==> config.mk <==
export PLATFORM = sky130hd
export DESIGN_NAME = sd_block_server_flat
export DESIGN_NICKNAME = d
export VERILOG_FILES = /design/src/rtl/sd_block_server_if.sv /design/src/rtl/sd_block_server.sv /design/src/flat_wrapper.sv
export SDC_FILE = /design/constraint.sdc
export NUM_CORES = 1
export LEC_CHECK = 0
export ABC_AREA = 1
export CAP_MARGIN = 40
export CORE_MARGIN = 1
export CORE_UTILIZATION = 45
export CTS_CLUSTER_SIZE = 12
export DETAILED_ROUTE_END_ITERATION = 8
export PLACE_DENSITY = 0.75
export SYNTH_ARGS = -nofsm -noshare
export SYNTH_HDL_FRONTEND = slang
export SYNTH_SLANG_ARGS = --single-unit
==> constraint.sdc <==
create_clock -name clk_sys -period 6.35 [get_ports clk_sys]
set_input_delay 1.905 -clock clk_sys [delete_from_list [all_inputs] [get_ports clk_sys]]
set_output_delay 1.905 -clock clk_sys [all_outputs]
set_load 0.01 [all_outputs]
==> src/rtl/sd_block_server_if.sv <==
`default_nettype none
// ============================================================================
// Module      : sd_block_server_if
// Description : Sector request / buffer bus between a disk consumer (master)
//               and the block server (slave).
// Revision    : 1.0 - initial release
// ============================================================================
interface sd_block_server_if;
  logic [31:0] sd_lba;
  logic        sd_rd;
  logic        sd_wr;
  logic        sd_ack;
  logic [8:0]  sd_buff_addr;
  logic [7:0]  sd_buff_dout;
  logic        sd_buff_wr;
  logic [7:0]  sd_buff_din;

  modport master (
    output sd_lba, sd_rd, sd_wr, sd_buff_din,
    input  sd_ack, sd_buff_addr, sd_buff_dout, sd_buff_wr
  );

  modport slave (
    input  sd_lba, sd_rd, sd_wr, sd_buff_din,
    output sd_ack, sd_buff_addr, sd_buff_dout, sd_buff_wr
  );
endinterface
`default_nettype wire

==> src/rtl/sd_block_server.sv <==
`default_nettype none
// ============================================================================
// Module      : sd_block_server
// Description : Host-side responder for the sd_* sector protocol. Runs the
//               sd_ack handshake, streams 512-byte sectors through the
//               sd_buff_* port, backs them with a byte-wide image store and
//               publishes mount notifications.
// Revision    : 1.0 - initial release
// ============================================================================
module sd_block_server #(
  parameter int ACK_DELAY = 4
) (
  input  logic             clk_sys,
  input  logic             reset_n,
  sd_block_server_if.slave sd,
  output logic [40:0]      img_addr,
  output logic             img_rd,
  output logic             img_wr,
  output logic [7:0]       img_dout,
  input  logic [7:0]       img_din,
  input  logic             img_ready,
  input  logic             mount_strobe,
  input  logic [63:0]      mount_size,
  input  logic             mount_readonly,
  output logic             img_mounted,
  output logic [63:0]      img_size,
  output logic             img_readonly,
  output logic             busy
);

  localparam logic [7:0] DELAY_LOAD = 8'(ACK_DELAY - 1);

  typedef enum logic [2:0] {
    IDLE      = 3'd0,
    DELAY     = 3'd1,
    RD_FETCH  = 3'd2,
    RD_PUSH   = 3'd3,
    WR_ADDR   = 3'd4,
    WR_SAMPLE = 3'd5,
    WR_STORE  = 3'd6,
    DONE      = 3'd7
  } state_t;

  state_t      state;
  state_t      state_nx;

  logic [31:0] lba;
  logic        is_read;
  logic [8:0]  offset;
  logic [7:0]  delay_cnt;
  logic [7:0]  data;

  logic        mount_pending;
  logic [63:0] shadow_size;
  logic        shadow_ro;

  logic        in_range;
  logic        apply_mount;
  logic        accept;
  logic        last_byte;
  logic        store_skip;

  // Sector end address computed in 64 bits so lba 0xFFFFFFFF cannot overflow.
  assign in_range    = ({23'd0, lba, 9'd0} + 64'd512) <= img_size;
  // A pending mount is applied when the FSM is (or is about to be) idle; an
  // idle request waits one cycle behind a pending mount.
  assign apply_mount = mount_pending && ((state == IDLE) || (state == DONE));
  assign accept      = (state == IDLE) && !mount_pending && (sd.sd_rd || sd.sd_wr);
  assign last_byte   = (offset == 9'd511);
  assign store_skip  = !in_range || img_readonly;

  assign sd.sd_buff_addr = offset;
  assign sd.sd_buff_dout = data;
  assign img_addr        = {lba, offset};
  assign img_dout        = data;
  assign busy            = (state != IDLE);

  // State register.
  always_ff @(posedge clk_sys or negedge reset_n) begin
    if (!reset_n) state <= IDLE;
    else          state <= state_nx;
  end

  // Next-state decode and per-state handshake/store strobes.
  always_comb begin
    state_nx      = state;
    img_rd        = 1'b0;
    img_wr        = 1'b0;
    sd.sd_ack     = 1'b0;
    sd.sd_buff_wr = 1'b0;
    case (state)
      IDLE: begin
        if (accept) state_nx = DELAY;
      end
      DELAY: begin
        if (delay_cnt == 8'd0) state_nx = is_read ? RD_FETCH : WR_ADDR;
      end
      RD_FETCH: begin
        sd.sd_ack = 1'b1;
        img_rd    = in_range;
        if (!in_range || img_ready) state_nx = RD_PUSH;
      end
      RD_PUSH: begin
        sd.sd_ack     = 1'b1;
        sd.sd_buff_wr = 1'b1;
        state_nx      = last_byte ? DONE : RD_FETCH;
      end
      WR_ADDR: begin
        sd.sd_ack = 1'b1;
        state_nx  = WR_SAMPLE;
      end
      WR_SAMPLE: begin
        sd.sd_ack = 1'b1;
        state_nx  = WR_STORE;
      end
      WR_STORE: begin
        sd.sd_ack = 1'b1;
        img_wr    = !store_skip;
        if (store_skip || img_ready) state_nx = last_byte ? DONE : WR_ADDR;
      end
      DONE: begin
        state_nx = IDLE;
      end
      default: state_nx = IDLE;
    endcase
  end

  // Transfer datapath: request latch, ack delay, byte offset and data byte.
  always_ff @(posedge clk_sys or negedge reset_n) begin
    if (!reset_n) begin
      lba       <= 32'd0;
      is_read   <= 1'b0;
      offset    <= 9'd0;
      delay_cnt <= 8'd0;
      data      <= 8'd0;
    end else begin
      case (state)
        IDLE: begin
          if (accept) begin
            lba       <= sd.sd_lba;
            is_read   <= sd.sd_rd;
            offset    <= 9'd0;
            delay_cnt <= DELAY_LOAD;
          end
        end
        DELAY: begin
          if (delay_cnt != 8'd0) delay_cnt <= delay_cnt - 8'd1;
        end
        RD_FETCH: begin
          if (!in_range)      data <= 8'h00;
          else if (img_ready) data <= img_din;
        end
        RD_PUSH: begin
          offset <= offset + 9'd1;
        end
        WR_SAMPLE: begin
          // The consumer's RAM registers its output, so the byte for the
          // address presented in WR_ADDR is only valid during this cycle.
          data <= sd.sd_buff_din;
        end
        WR_STORE: begin
          if (store_skip || img_ready) offset <= offset + 9'd1;
        end
        default: ;
      endcase
    end
  end

  // Mount bookkeeping: shadow the latest strobe, publish it only while idle.
  always_ff @(posedge clk_sys or negedge reset_n) begin
    if (!reset_n) begin
      mount_pending <= 1'b0;
      shadow_size   <= 64'd0;
      shadow_ro     <= 1'b0;
      img_size      <= 64'd0;
      img_readonly  <= 1'b0;
      img_mounted   <= 1'b0;
    end else begin
      img_mounted <= apply_mount;
      if (apply_mount) begin
        img_size      <= shadow_size;
        img_readonly  <= shadow_ro;
        mount_pending <= 1'b0;
      end
      // A strobe in the same cycle as an apply stays pending for next time.
      if (mount_strobe) begin
        mount_pending <= 1'b1;
        shadow_size   <= mount_size;
        shadow_ro     <= mount_readonly;
      end
    end
  end

endmodule
`default_nettype wire
==> src/flat_wrapper.sv <==
// flat-port wrapper written by rule: the top's interface ports become plain ports
module sd_block_server_flat 
#(
  parameter int ACK_DELAY = 4
)
  (clk_sys, reset_n, img_addr, img_rd, img_wr, img_dout, img_din, img_ready, mount_strobe, mount_size, mount_readonly, img_mounted, img_size, img_readonly, busy, sd_sd_lba, sd_sd_rd, sd_sd_wr, sd_sd_buff_din, sd_sd_ack, sd_sd_buff_addr, sd_sd_buff_dout, sd_sd_buff_wr);
  sd_block_server_if sd_i ();
  input  logic clk_sys;
  input  logic reset_n;
  output logic [40:0] img_addr;
  output logic img_rd;
  output logic img_wr;
  output logic [7:0] img_dout;
  input  logic [7:0] img_din;
  input  logic img_ready;
  input  logic mount_strobe;
  input  logic [63:0] mount_size;
  input  logic mount_readonly;
  output logic img_mounted;
  output logic [63:0] img_size;
  output logic img_readonly;
  output logic busy;
  input wire logic [$bits(sd_i.sd_lba)-1:0] sd_sd_lba;
  input wire logic [$bits(sd_i.sd_rd)-1:0] sd_sd_rd;
  input wire logic [$bits(sd_i.sd_wr)-1:0] sd_sd_wr;
  input wire logic [$bits(sd_i.sd_buff_din)-1:0] sd_sd_buff_din;
  output wire logic [$bits(sd_i.sd_ack)-1:0] sd_sd_ack;
  output wire logic [$bits(sd_i.sd_buff_addr)-1:0] sd_sd_buff_addr;
  output wire logic [$bits(sd_i.sd_buff_dout)-1:0] sd_sd_buff_dout;
  output wire logic [$bits(sd_i.sd_buff_wr)-1:0] sd_sd_buff_wr;
  assign sd_i.sd_lba = sd_sd_lba;
  assign sd_i.sd_rd = sd_sd_rd;
  assign sd_i.sd_wr = sd_sd_wr;
  assign sd_i.sd_buff_din = sd_sd_buff_din;
  assign sd_sd_ack = sd_i.sd_ack;
  assign sd_sd_buff_addr = sd_i.sd_buff_addr;
  assign sd_sd_buff_dout = sd_i.sd_buff_dout;
  assign sd_sd_buff_wr = sd_i.sd_buff_wr;
  sd_block_server #(.ACK_DELAY(ACK_DELAY)) u_core (.clk_sys(clk_sys), .reset_n(reset_n), .sd(sd_i), .img_addr(img_addr), .img_rd(img_rd), .img_wr(img_wr), .img_dout(img_dout), .img_din(img_din), .img_ready(img_ready), .mount_strobe(mount_strobe), .mount_size(mount_size), .mount_readonly(mount_readonly), .img_mounted(img_mounted), .img_size(img_size), .img_readonly(img_readonly), .busy(busy));
endmodule
Word-level counts from Yosys, hierarchy flattened
Index checks and enable logic that the tools add are counted.

Multipliers: 0. Bitwise operators: 0. Muxes and demuxes: 23. Shift-type cells: 0. Divide/modulo/power cells: 0. Add/subtract/negate cells: 3. Equality and inequality tests: 14. $lt $le $gt $ge: 1. Reduce and logical (&&, ||, !) cells: 25.

Operators by type and width (count): less-or-equal comparator 64 bit (1); adder 41 x 10 -> 42 bit (second input constant) (1); two-way mux 8 bit (4); one-hot mux 8 bit (2 select lines) (2); one-hot mux 9 bit (3 select lines) (1); one-hot mux 3 bit (8 select lines) (1); two-way mux 3 bit (6); two-way mux 9 bit (2); equality test 3 bit (second input constant) (4); inequality test 2 x 1 -> 1 bit (second input constant) (5); adder 9 x 1 -> 9 bit (second input constant) (1); equality test 9 bit (second input constant) (1); logical NOT 8 bit (1); nonzero test 8 bit (1); subtractor 8 x 1 -> 8 bit (second input constant) (1); equality test 3 x 2 -> 1 bit (second input constant) (2); two-way mux 1 bit (6); AND reduction 3 bit (2); nonzero test 2 bit (3); nonzero test 3 bit (2); logical OR 1 bit (5); OR reduction 5 bit (1); AND reduction 2 bit (2); AND reduction 4 bit (1); 6 further kinds (10).

Bits in writable memories: 0. Output and inout port bits: 137. Memory bits (read-only): 0. Memories kept: 0. Bits in latches: 0. Register bits after elaboration: 193. Input bits: 119. Logic and storage cells: 78.

Longest topological paths before layout
Gate-level depths: netlist (run 1).

Depth in word-level cells: 7. Depth in mapped cells: 30. Gate-level depth less buffers: 30.

Worst setup path before layout (run 1)
Ideal clock, no wire load.

Kind: register -> output. Start: reg u_core.lba[1]. End: out img_wr. Path buffers: 0. Data required time: 4445 ps. Arrival: 3082 ps. Path slack: 1363 ps. Stages on the path, launching flop included: 22. Path through: dfrtp_1 -> ha_1 -> nand3_2 -> nor2_2 -> nand2_2 -> nor3_4 -> nand2_1 -> nor2_2 -> nand2_2 -> nor4_4 -> nand4_1 -> nand2_1 -> inv_1 -> ha_1 -> nand2_1 -> nor2_1 -> nand2_1 -> nor3_1 -> nand3_1 -> nand2_2 -> inv_1 -> nor3_1.

Word-level cells in the longest chain between the ends: 6.

RTL lines: start: declaration (RTL line sd_block_server.sv:47) `logic [31:0] lba;`; start signal: assignment (RTL line sd_block_server.sv:140) `lba <= sd.sd_lba;`; adder 41 x 10 -> 42 bit (RTL line sd_block_server.sv:64) `assign in_range = ({23'd0, lba, 9'd0} + 64'd512) <= img_size;`; less-or-equal comparator 64 bit (RTL line sd_block_server.sv:64); logical NOT 1 bit (RTL line sd_block_server.sv:70) `assign store_skip = !in_range || img_readonly;`; logical OR 1 bit (RTL line sd_block_server.sv:70); logical NOT 1 bit (RTL line sd_block_server.sv:118) `img_wr = !store_skip;`; two-way mux 1 bit (RTL line sd_block_server.sv:91) `case (state)`; end: declaration (RTL line flat_wrapper.sv:12) `output logic img_wr;`.

Every way passes these cells.

Worst setup path in the final report (run 1)
Ends and elaborated chain as after synthesis.

==> results_dict.tcl, run 1 <==
set metrics [dict create \
    setup_viol 0 \
    num_vias 8234 \
    dp_hpwl_mm 18.72 \
    yosysSeqAreaShare_pct 49.58 \
    htreeDepth 4 \
    r2r_cells 30 \
    die_h_um 149.1 \
    synth_cells 1190 \
    synthFlopType "dfrtp_1" \
    antenna_left 0 \
    synth_commonest_cells "337 x nand2_1, 193 x dfrtp_1, 179 x inv_1" \
    critPathCaptureType "output port" \
    clock_skew_ns 0.009542 \
    pwr_density_cell_nw_per_um2 197.8 \
    gr-total-overflow 0 \
    critPathLaunchType "register" \
    grt_start_max_net_pins 109 \
    cp.arrival_ns 3.91 \
    placed_area_um2 12470 \
    cts_tree "yes" \
    pre_cts_slack_ns 0.5990 \
    grt_usage_pct 23.51 \
    path_clk_slew_ns 0.07 \
    cts_buffers 17 \
    grt_pass1_wl_mm 40.83 \
    synth_nets 1347 \
    die_x_um 149.1 \
    crit_fanout 7 \
    gp_congestion 0.8599 \
    antenna_cells 0 \
    fin_setup_tns_ns 0 \
    port_buffers 255 \
    ios 256 \
    final_area_um2 13150 \
    relSlewSlack_pct 48.33 \
    finalHoldViolCount 0 \
    rows 53 \
    maxCapViolations 0 \
    rsz0062_at_grt "no" \
    fin_crit_ns 5.816 \
    cts.sinks 193 \
    finalNetCount 1578 \
    ys_types 39 \
    yosysTopAreaCell "dfrtp_1" \
    async_flop_share_pct 100.0 \
    cts_root_buf "clkbuf_16" \
    finalWirelength_mm 24.99 \
    core_um2 21150 \
    yosys.cell_count.top_type "nand2_1" \
    holdWs_ns 0.4826 \
    wire_per_inst_um 14.63 \
    power.total_mw 2.601 \
    ys_warn_count 0 \
    final_util_pct 62.16 \
    status "finished, final reports clean" \
    cts_buffer_depth 2 \
    syn-cell-area_um2 9742 \
    leakage_nw 6.181 \
    first_iter_violations 424 \
    vias_per_cell 4.821 \
    cts_hold_buf 0 \
    num-fill-cells 1818 \
    synth_top_area_share_pct 49.58 \
    drt_first_pass_iters 5 \
    syn_area_per_cell_um2 8.186 \
    antenna_found_initial 0 \
    min_path_type "reg -> reg" \
    initial_core_util_pct 46.05 \
    finalCritPeriodShare_pct 91.60 \
    worst_pin_slew_ns 0.7751 \
    required_ns 4.45 \
    fmax_mhz 171.9 \
    area_growth_syn_to_layout_pct 34.99 \
    drc_errors 0 \
    final_cells 1708 \
    ir_drop_mv 0.1807 \
    synth_edf_count 0 \
    hold_depth 1 \
    dp.cells 1673 \
    layout-drive-gt1-share_pct 5.652 \
    die_area_um2 22240 \
    grt_pass1_vias 8109 \
    ys_ff_latch 193 \
    synth_area_leaders "dfrtp_1 50%, nand2_1 13%, o21ai_0 8.3%" \
    path_class "reg -> out" \
    setup_ws_ns 0.5337 \
    clock_latency_ns 0.43 \
    finalMaxSlewViolations 0 \
]
[final timing paths]
| path | start | end | slack (ns) |
|---|---|---|---|
| max in group asynchronous | reset_n | u_core.lba[28] | 3.70 |
| min in group asynchronous | reset_n | u_core.shadow_size[9] | 1.54 |
| worst max register to register | u_core.lba[1] | u_core.sd.sd_buff_addr[4] | 2.44 |
| worst min-delay path | u_core.delay_cnt[7] | u_core.delay_cnt[7] | 0.48 |
| worst min register to register | u_core.delay_cnt[7] | u_core.delay_cnt[7] | 0.48 |
| worst max-delay path | u_core.lba[1] | img_wr | 0.53 |
[placed cells by master (no fill, tap or decap), drive strengths merged, types with 2 or more instances in the layout]
cell type      Yosys  layout
nor2              71      71
ha                38      38
xor2              22      22
or3                2       2
inv              183     189
buf               18      11
nand3             23      23
o211ai             2       2
nor3              18      18
dlymetal6s2s       0       2
xnor2              9       9
nand2            344     344
nand4              8       8
clkbuf            35      20
clkdlybuf4s50      0     251
a21oi             16      16
or2                2       2
a22oi              8       8
dfrtp            193     193
bufinv             0       4
o21bai             2       2
nor4              14      14
clkinv             1       3
a21o               2       2
o21ai            175     175
[area by class of cell]
| type | count | area [um^2] | area share [%] |
|---|---|---|---|
| clock buffers | 19 | 442.9 | 3.368 |
| inverters | 184 | 690.7 | 5.252 |
| clock inverters | 12 | 191.4 | 1.456 |
| well taps | 275 | 344.1 | 2.617 |
| repair buffers | 265 | 2666 | 20.28 |
| flip-flops and latches | 193 | 4830 | 36.73 |
| multi-input cells | 760 | 3985 | 30.30 |
[what timing repair did]
item	CTS	global route
buffers inserted	0	4
endpoints found under the setup margin	0	2
gates resized for setup	0	6
[worst max-delay path, cell delays in order (launching register included)]
cell and delay [ns]:
dfrtp_1 0.41, ha_2 0.22, nand3_2 0.13, nor2_2 0.12, nand2_2 0.10, nor3_4 0.15, nand2_1 0.11, nor2_2 0.13
nand2_2 0.10, nor4_4 0.32, nand4_1 0.11, nand2_1 0.09, inv_1 0.04, ha_1 0.30, nand2_1 0.06, nor2_1 0.13
nand2_1 0.11, nor2_1 0.10, nand2_1 0.05, nand2_1 0.05, nor2_1 0.04, nand2_1 0.04, nand2_1 0.04, nand2_1 0.11
nand2_4 0.10, inv_1 0.08, nor3_1 0.04, dlymetal6s2s_1 0.18
[logic make-up after synthesis]
kind of cell / synth area share (%)
AND/OR/NAND/NOR: 21.86
buffers and inverters: 9.799
AO/OA/AOI/OAI: 11.10
flip-flops: 49.58
adder cells (fa/ha/maj): 4.881
XOR/XNOR: 2.787
[power breakdown]
part           total [mW]  switching (mW)  internal [mW]
Combinational       0.156          0.0735         0.0826
Clock                1.17           0.492          0.680
Sequential           1.27         0.00933           1.26
Total                2.60           0.574           2.03
[sequential cells by signal (all words and copies together), names as in the netlist]
register and flops:
u_core.img_mounted 1, u_core.img_dout 8, u_core.sd.sd_buff_addr 9, u_core.img_size 64
u_core.is_read 1, u_core.delay_cnt 8, u_core.img_readonly 1, u_core.state 3
u_core.lba 32, u_core.shadow_size 64, u_core.mount_pending 1, u_core.shadow_ro 1
[routing by layer]
layer  vias to the layer above  GRT usage [%]  routed length (um)
li1                       4200              -                   -
met1                      3768          31.87               11590
met2                       223          36.67               11330
met3                        43          5.138                1279
met4                         0          9.235                 784
met5                         -              0                   0
Power figures use the tool's default switching activity.
==> run 2: changes to the inputs <==
SETUP_SLACK_MARGIN = 0.2   (was default)
==> results_dict.tcl, run 2 (synthesis results as in run 1) <==
set metrics [dict create \
    status "finished, final reports clean" \
    dp.cells 1673 \
    critPathCaptureType "output port" \
    area_growth_syn_to_layout_pct 35.37 \
    finalMaxSlewViolations 0 \
    mostFrequentLayoutCell "nand2_1" \
    first_iter_violations 424 \
    hold_depth 1 \
    final_util_pct 62.34 \
    leakage_nw 6.173 \
    maxCapViolations 0 \
    fin_setup_tns_ns 0 \
    slowest_delay_ns 0.40 \
    cp.arrival_ns 3.88 \
    cts_buffer_depth 2 \
    crit_fanout 4 \
    num_vias 8233 \
    holdWs_ns 0.4820 \
    ios 256 \
    critPathLaunchType "register" \
    cts.sinks 193 \
    reg_top3 "u_core.img_size: 64 flops, u_core.shadow_size: 64 flops, u_core.lba: 32 flops" \
    path_cells "ha_2, nand3_4, nor2_4, nand2_2, nor3_4, nand2_2, nor2_4, nand2_2, nor4_4, buf_4, nor2_1, ha_1, nand2_1, inv_1, nand3_1, nor3_2, nand2_1, nand2_1, nand2_1, nand2_2, nand2_4, inv_1, nor2_1, dlymetal6s2s_1" \
    antenna_left 0 \
    pwr_density_cell_nw_per_um2 197.5 \
    fmax_mhz 172.8 \
    clock_latency_ns 0.43 \
    p_sw_share_pct 22.15 \
    wire_per_inst_um 14.69 \
    path_class "reg -> out" \
    p_clk_share_pct 45.1 \
    cts_tree "yes" \
    grt_pass1_wl_mm 40.83 \
    ir_drop_mv 0.1809 \
    gp_congestion 0.8599 \
    drc_errors 0 \
    core_um2 21150 \
    gr-total-overflow 0 \
    finalCritPeriodShare_pct 91.14 \
    slowest_stage "dfrtp_1" \
    fin_crit_ns 5.788 \
    final_cells 1710 \
    required_ns 4.45 \
    cts_root_buf "clkbuf_16" \
    mostFrequentLayoutCells "334 x nand2_1, 251 x clkdlybuf4s50_1, 193 x dfrtp_1" \
    dp_hpwl_mm 18.72 \
    drt_first_pass_iters 6 \
    rows 53 \
    die_h_um 149.1 \
    internal_power_mw 2.027 \
    htreeDepth 4 \
    die_area_um2 22240 \
    seq_power_share_pct 48.9 \
    grt_pass1_vias 8110 \
    antenna_cells 0 \
    min_path_type "reg -> reg" \
    finalWirelength_mm 25.12 \
    rsz0062_at_grt "no" \
    path_clk_slew_ns 0.07 \
    switching_power_mw 0.5768 \
    grt_usage_pct 23.53 \
    clock_skew_ns 0.009825 \
    finalNetCount 1580 \
    r2r_cells 27 \
    antenna_found_initial 0 \
    finalHoldViolCount 0 \
    vias_per_cell 4.815 \
    layout-drive-gt1-share_pct 6.132 \
    die_x_um 149.1 \
    relSlewSlack_pct 48.23 \
    grt_start_max_net_pins 109 \
    worst_pin_slew_ns 0.7765 \
    pwr-share-comb_pct 6.0 \
    initial_core_util_pct 46.05 \
    setup_viol 0 \
    port_buffers 255 \
    cts_buffers 17 \
    cts_hold_buf 0 \
]
## run 2: worst paths after layout
check / from / to / slack [ns]
setup / recovery: u_core.lba[1] / img_rd / 0.56
hold / removal: u_core.delay_cnt[7] / u_core.delay_cnt[7] / 0.48
setup reg to reg: u_core.lba[1] / u_core.sd.sd_buff_addr[4] / 2.41
hold reg to reg: u_core.delay_cnt[7] / u_core.delay_cnt[7] / 0.48
max in group asynchronous: reset_n / u_core.shadow_size[41] / 3.70
min in group asynchronous: reset_n / u_core.shadow_size[9] / 1.54
## run 2: layout make-up
class / instances / area, um^2
timing repair buffer: 267 / 2674
fill: 1815 / 7966
clock inverter: 12 / 191.4
tap: 275 / 344.1
inverter: 184 / 690.7
multi-input combinational: 760 / 4015
clock buffer: 19 / 442.9
sequential: 193 / 4830
## run 2: critical path: cells and delay by family, from the launching register on
kind	cells	cell delay, ns
flip-flops	1	0.40
AND/OR/NAND/NOR	18	2.05
adder cells (fa/ha/maj)	2	0.52
buffers and inverters	4	0.48
## run 2: layer usage
layer  track usage [%]  wire length [um]  vias up
li1                  -                 -     4206
met1             31.91             11680     3771
met2             36.70             11380      216
met3             5.138              1289       40
met4             9.235               775        0
met5                 0                 0        -
## run 2: power by group through the flow
stage | registers, mW | logic, mW | clock network [mW]
floorplan | 1.30 | 0.0479 | 0
global placement | 1.30 | 0.155 | 0
detailed placement | 1.30 | 0.159 | 0
CTS | 1.27 | 0.160 | 1.20
global route | 1.28 | 0.180 | 1.25
finish | 1.27 | 0.156 | 1.17
## run 2: per-stage QoR
step | instance area, um^2 | power (mW) | setup WS (ns)
floorplan | 9742 | 1.344 | 1.363
global placement | 12420 | 1.452 | 0.7381
detailed placement | 12470 | 1.457 | 0.5990
CTS | 13110 | 2.631 | 0.2703
global route | 13190 | 2.705 | 0.1969
finish | 13190 | 2.604 | 0.5624
## run 2: timing repair
action / 4_1_cts / 5_1_grt
setup endpoints to repair: 2 / 2
gates resized for setup: 1 / 14
buffers inserted: 1 / 5
pin swaps: 1 / 8
==> run 3: changes to the inputs <==
CTS_CLUSTER_DIAMETER = 40   (was default)
==> results of run 3 <==
No change in the layout: final DEF, timing and power equal those of run 2.
